[src/rtl/stream_minmax_tracker.sv]
// Purpose : streaming running min/max tracker; closes a frame at FRAME_LEN samples
//           or on in_last, then holds min, max and sample count for the consumer.
// Latency : out_valid rises 1 cycle after the closing accept.
// Backpr. : in_ready=0 while a result is held; released the cycle out_valid drops.
//
// Ports:
//   clk, rst                       clock, asynchronous active-high reset
//   in_valid/in_ready/in_data/in_last   sample stream in (valid/ready)
//   out_valid/out_ready            frame result handshake
//   out_min/out_max/out_count      frame minimum, maximum, number of samples
//   out_min_idx/out_max_idx        zero-based first-occurrence positions, present
//                                  only when STREAM_MINMAX_ARGIDX_EN is defined
//
// SIGNED=1 compares as two's complement. Sample values are stored and passed
// through unchanged in both modes.

module stream_minmax_tracker #(
    parameter int WIDTH     = 8,
    parameter int FRAME_LEN = 16,
    parameter int SIGNED    = 0,
    localparam int CW       = $clog2(FRAME_LEN + 1),
    localparam int IW       = (FRAME_LEN > 1) ? $clog2(FRAME_LEN) : 1
) (
    input  logic             clk,
    input  logic             rst,
    input  logic             in_valid,
    output logic             in_ready,
    input  logic [WIDTH-1:0] in_data,
    input  logic             in_last,
    output logic             out_valid,
    input  logic             out_ready,
    output logic [WIDTH-1:0] out_min,
    output logic [WIDTH-1:0] out_max,
`ifdef STREAM_MINMAX_ARGIDX_EN
    output logic [IW-1:0]    out_min_idx,
    output logic [IW-1:0]    out_max_idx,
`endif
    output logic [CW-1:0]    out_count
);

    typedef enum logic [1:0] {
        ACC_EMPTY = 2'd0,
        ACC       = 2'd1,
        HOLD      = 2'd2
    } state_t;

    state_t state;

    function automatic logic less(input logic [WIDTH-1:0] a, input logic [WIDTH-1:0] b);
        if (SIGNED != 0)
            return $signed(a) < $signed(b);
        else
            return a < b;
    endfunction

    // State is registered, so in_ready is a clean decode with no input path.
    assign in_ready = (state != HOLD);

    logic new_min;
    logic new_max;
    logic closing_acc;

    always_comb begin
        new_min     = less(in_data, out_min);
        new_max     = less(out_max, in_data);
        // In ACC the stored count is the number of samples already taken, so
        // the incoming sample is the last one when count == FRAME_LEN-1.
        closing_acc = in_last || (out_count == CW'(FRAME_LEN - 1));
    end

    always_ff @(posedge clk or posedge rst) begin
        if (rst) begin
            state     <= ACC_EMPTY;
            out_valid <= 1'b0;
            out_min   <= '0;
            out_max   <= '0;
            out_count <= '0;
`ifdef STREAM_MINMAX_ARGIDX_EN
            out_min_idx <= '0;
            out_max_idx <= '0;
`endif
        end else begin
            case (state)
                ACC_EMPTY: begin
                    if (in_valid) begin
                        out_min   <= in_data;
                        out_max   <= in_data;
                        out_count <= CW'(1);
`ifdef STREAM_MINMAX_ARGIDX_EN
                        out_min_idx <= '0;
                        out_max_idx <= '0;
`endif
                        if (in_last || (FRAME_LEN == 1)) begin
                            state     <= HOLD;
                            out_valid <= 1'b1;
                        end else begin
                            state <= ACC;
                        end
                    end
                end
                ACC: begin
                    if (in_valid) begin
                        // Strict compares: ties keep the earlier sample.
                        if (new_min) begin
                            out_min <= in_data;
`ifdef STREAM_MINMAX_ARGIDX_EN
                            out_min_idx <= out_count[IW-1:0];
`endif
                        end
                        if (new_max) begin
                            out_max <= in_data;
`ifdef STREAM_MINMAX_ARGIDX_EN
                            out_max_idx <= out_count[IW-1:0];
`endif
                        end
                        out_count <= out_count + CW'(1);
                        if (closing_acc) begin
                            state     <= HOLD;
                            out_valid <= 1'b1;
                        end
                    end
                end
                HOLD: begin
                    if (out_ready) begin
                        state     <= ACC_EMPTY;
                        out_valid <= 1'b0;
                    end
                end
                default: begin
                    state     <= ACC_EMPTY;
                    out_valid <= 1'b0;
                end
            endcase
        end
    end

endmodule

[config.mk]
export PLATFORM = sky130hd
export DESIGN_NAME = stream_minmax_tracker
export DESIGN_NICKNAME = d
export VERILOG_FILES = /design/src/rtl/stream_minmax_tracker.sv
export SDC_FILE = /design/constraint.sdc
export NUM_CORES = 1
export LEC_CHECK = 0
export CAP_MARGIN = 20
export CORE_AREA = 2 2 86 47
export DETAILED_ROUTE_END_ITERATION = 12
export DIE_AREA = 0 0 88 49
export GPL_TIMING_DRIVEN = 1
export PLACE_DENSITY = 0.73
export SYNTH_ARGS = -nofsm -noshare
export SYNTH_HDL_FRONTEND = slang
export SYNTH_SLANG_ARGS = --single-unit
[constraint.sdc]
create_clock -name clk -period 4.3 [get_ports clk]
set_input_delay 1.075 -clock clk [delete_from_list [all_inputs] [get_ports clk]]
set_output_delay 1.075 -clock clk [all_outputs]
set_load 0.05 [all_outputs]
-- Word level (Yosys, flattened, before mapping)
Cells that the tools add are included.
- reduce and logical (&&, ||, !) cells: 8
- equality and inequality tests: 11
- order comparisons: 2
- multiplexer cells: 22
- $add $sub $neg: 1
- operators by type and width (cell ; count):
    $mux 8 ; 5
    $pmux 8 s2 ; 2
    $lt 8x8->1 ; 2
    $ne 2x2->1 const B ; 8
    $reduce_and 4->1 ; 3
    $mux 2 ; 5
    $mux 5 ; 2
    $pmux 5 s2 ; 1
    $pmux 2 s3 ; 1
    $add 5x1->5 const B ; 1
    $eq 5x4->1 const B ; 1
    $mux 1 ; 5
    $reduce_and 5->1 ; 1
    $pmux 1 s3 ; 1
    $reduce_and 3->1 ; 1
    $eq 2x1->1 const B ; 1
    $eq 2x2->1 const B ; 1
    $logic_not 2->1 ; 1
    $reduce_bool 2->1 ; 1
    $logic_or 1x1->1 ; 1
- output and inout bits: 23
- input port bits: 13
- flip-flop bits (word level): 24
- word-level logic and storage cells: 49

-- Logic depth before layout (Yosys ltp)
- depth in word-level cells: 5
- depth in mapped cells: 6
- depth with buffers taken out: 6

-- Least setup slack after synthesis
Ideal clock, no wire load.
- path type: input-to-reg
- start: input in_data[7]
- end: register out_min[0]
- setup time: 125 ps
- data arrival time: 2445 ps
- required time: 4175 ps
- buffers on the path: 0
- cell stages on the path: 5
- slack: 1730 ps
- cells stage by stage: ha_1 > a21oi_1 > a21boi_0 > a211oi_4 > mux2_4
- word-level cells in the longest chain between the ends: 3
- ends and longest elaborated chain (what ; RTL line ; source):
    start, declared ; 28 ; input logic [WIDTH-1:0] in_data,
    $lt 8x8->1 ; 53 ; return a < b;
    $ne 2x2->1 (no source line) ; -- ;
    $reduce_and 4->1 (no source line) ; -- ;
    end signal, assigned ; 86 ; out_min <= in_data;
    end signal, assigned ; 105 ; out_min <= in_data;
    end, declared ; 32 ; output logic [WIDTH-1:0] out_min,
No other way between the ends.
A chain may end at the register's enable or synchronous reset.

-- Worst setup path after layout
- start: input in_data[7]
- end: register out_max[2]
- word-level cells in the longest chain between the ends: 3
- ends and longest elaborated chain (what ; RTL line ; source):
    $lt 8x8->1 ; 53 ;
    $ne 2x2->1 (no source line) ; -- ;
    $reduce_and 4->1 (no source line) ; -- ;
    end signal, assigned ; 87 ; out_max <= in_data;
    end signal, assigned ; 111 ; out_max <= in_data;
    end, declared ; 33 ; output logic [WIDTH-1:0] out_max,
No other way between the ends.

==> results.json <==
{
  "path_buf_inv": 2,
  "worst_pin_slew_ps": 922,
  "cts_max_path_buffers": 2,
  "top_layer_used": "met4",
  "viasPerCell": 4.75,
  "rsz0062_at_grt": "no",
  "max-vdd-ir-drop_mv": 0.236,
  "port_buffers": 35,
  "slowest_stage": "clkdlybuf4s50_1",
  "required_ps": 4450,
  "drtPass1Iterations": 4,
  "wl_met1_um": 1570,
  "syn_avg_cell_area_um2": 11.0,
  "totalWireLength_um": 3020,
  "cts_tree": "done",
  "dp_hpwl_um": 2410,
  "synth_top_cells_by_area": "dfrtp_1 (44%), ha_1 (15%), mux2i_1 (6.6%), mux2_2 (6.6%), inv_1 (4.9%)",
  "core-area_um2": 3620,
  "cts_root_buffer": "clkbuf_8",
  "grt_overflow_total": 0,
  "yosysTopAreaCell": "dfrtp_1",
  "hp-start": "out_valid",
  "ant_nets": 0,
  "hold_depth": 2,
  "clock-sinks": 24,
  "synth_flop_cell": "dfrtp_1",
  "pwr_density_cell_nw_per_um2": 522,
  "status": "completed",
  "yosysMostFrequentCell": "dfrtp_1",
  "maxSlewViolCount": 0,
  "wl_met2_um": 1290,
  "drt_iter0_markers": 15,
  "cp_data_arrival_time_ps": 3200,
  "final_nets": 192,
  "synth_edf_count": 0,
  "synth_area_um2": 1370,
  "clk_pin_slew_ps": 80,
  "gp_congestion": 0.857,
  "period_needed_ps": 3040,
  "final_area_um2": 1820,
  "fp.dieW_um": 88,
  "finalCritPeriodShare": 0.708,
  "crit_fanout": 8,
  "die_area_um2": 4310,
  "place_area_um2": 1780,
  "rr_startpoint": "state[1]",
  "drive_gt1_frac": 0.0932,
  "syn_nets": 154,
  "regToRegSetupSlack_ps": 2220,
  "cpLargestDelayFamily": "compound AO/OA/AOI/OAI gates",
  "p_leak_nw": 0.824,
  "syn_inst": 125,
  "die_h_um": 49,
  "finClkSkew_ps": 2.21,
  "insertion_delay_ps": 260,
  "ys_async_sr_fraction": 1.00,
  "htreeDepth": 1,
  "cts_setup_buffers": 0,
  "cts_resized": 0,
  "hold_class": "flip-flop to flip-flop",
  "ctsHoldBuffers": 0,
  "grt_pass1_vias": 1050,
  "fin_util": 0.502,
  "vias": 1021,
  "synth-seq-cells": 24,
  "setup_viol": 0,
  "post_drt_wl_per_cell_um": 14.0,
  "cts_buffers": 3,
  "timing.rr.end": "out_max[2]",
  "hold_violations": 0,
  "synth_seq_area_share": 0.438,
  "drcViolationCount": 0,
  "max-cap-violations": 0,
  "antenna_cells": 0,
  "grt_pass1_wl_um": 5040,
  "synthTopCellsByCount": "dfrtp_1 (24), inv_1 (18), ha_1 (16), mux2i_1 (9), mux2_2 (8)",
  "reg2reg_depth": 4,
  "yosysUniqueCellTypes": 28,
  "antenna_found_initial": 0,
  "fmax_mhz": 328,
  "relSlewSlack": 0.385,
  "start_util": 0.379,
  "grt_usage": 0.152,
  "hold-path-endpoint": "out_valid",
  "grt_max_degree": 25,
  "boundaryPins": 36,
  "fin_setup_tns_ps": 0,
  "area_growth_pct": 32.5,
  "critPathCaptureType": "flip-flop",
  "timing_worst_setup_path_type": "input pin to flip-flop",
  "synth_top_area_frac": 0.438,
  "yosysWarnings": 0,
  "crit_chain": "clkdlybuf4s50_1 > inv_1 > ha_1 > a21oi_1 > a21boi_0 > a211oi_4 > mux2_2",
  "met3_length_um": 146,
  "critPathLaunchType": "input pin",
  "slowest_delay_ps": 510,
  "rows": 16
}
==> metal layers <==
layer  vias to the layer above  GRT usage
li1                        507          -
met1                       490      0.219
met2                        22      0.222
met3                         2     0.0525
met4                         0     0.0308
met5                         -          0
==> tightest hold or removal path: stages (launching register included) <==
cell and delay (ps):
dfrtp_1 350, nand2_1 50, o21ai_0 60
==> per-stage QoR <==
step / worst slack, ps / power, mW / instances / hold WS (ps)
finish: 1260 / 0.950 / 215 / 484
global route: 1090 / 1.01 / 215 / 535
CTS: 1230 / 0.957 / 215 / 492
detailed placement: 954 / 0.823 / 212 / 473
global placement: 969 / 0.811 / 212 / 471
floorplan: 1730 / 0.656 / 125 / 454
==> final cells by class <==
type,count,area (um^2)
Multi-Input combinational cell,81,692
Sequential cell,24,601
Clock buffer,3,41.3
Tap cell,54,67.6
Timing Repair Buffer,35,350
Fill cell,332,1800
Inverter,18,67.6
==> registers in the layout, summed over array words and instances, names as in the netlist <==
signal / count
out_count: 5
out_min: 8
out_valid: 1
out_max: 8
state: 2
==> power by group <==
part           switching, mW  internal [mW]
Combinational          0.308          0.181
Clock                 0.0715         0.0627
Sequential            0.0489          0.279
Total                  0.428          0.522
==> worst max path at each step <==
stage,startpoint,endpoint,cells after the start
final,in_data[7],out_max[2],7
after global routing,in_valid,out_max[2],5
after CTS,in_data[7],out_max[2],7
after detailed placement,in_data[7],out_max[2],7
after global placement,in_valid,out_max[7],5
after floorplan,in_data[7],out_min[0],5
==> cells by family after synthesis <==
logic type / share of synthesized area
adder cells (fa/ha/maj): 0.146
buffers and inverters: 0.0583
multiplexers: 0.142
AND/OR/NAND/NOR: 0.101
flip-flops: 0.438
AO/OA/AOI/OAI: 0.115
==> layout by cell type (no fill, tap or decap), types with 2 or more instances in the layout <==
master,netlist,routed
a211oi_4,2,2
a21boi_0,2,2
a21oi_1,3,3
a22o_1,2,2
clkbuf_8,0,3
clkdlybuf4s50_1,0,35
dfrtp_1,24,24
ha_1,16,16
inv_1,18,18
mux2_2,8,8
mux2i_1,9,9
nand2_1,4,4
nand2b_1,2,2
nand3_1,5,5
nand4_1,2,2
nor2_1,5,5
nor3b_1,4,4
o21ai_0,6,6
o21ai_1,2,2
No activity file was read; power rests on OpenSTA's default activity.
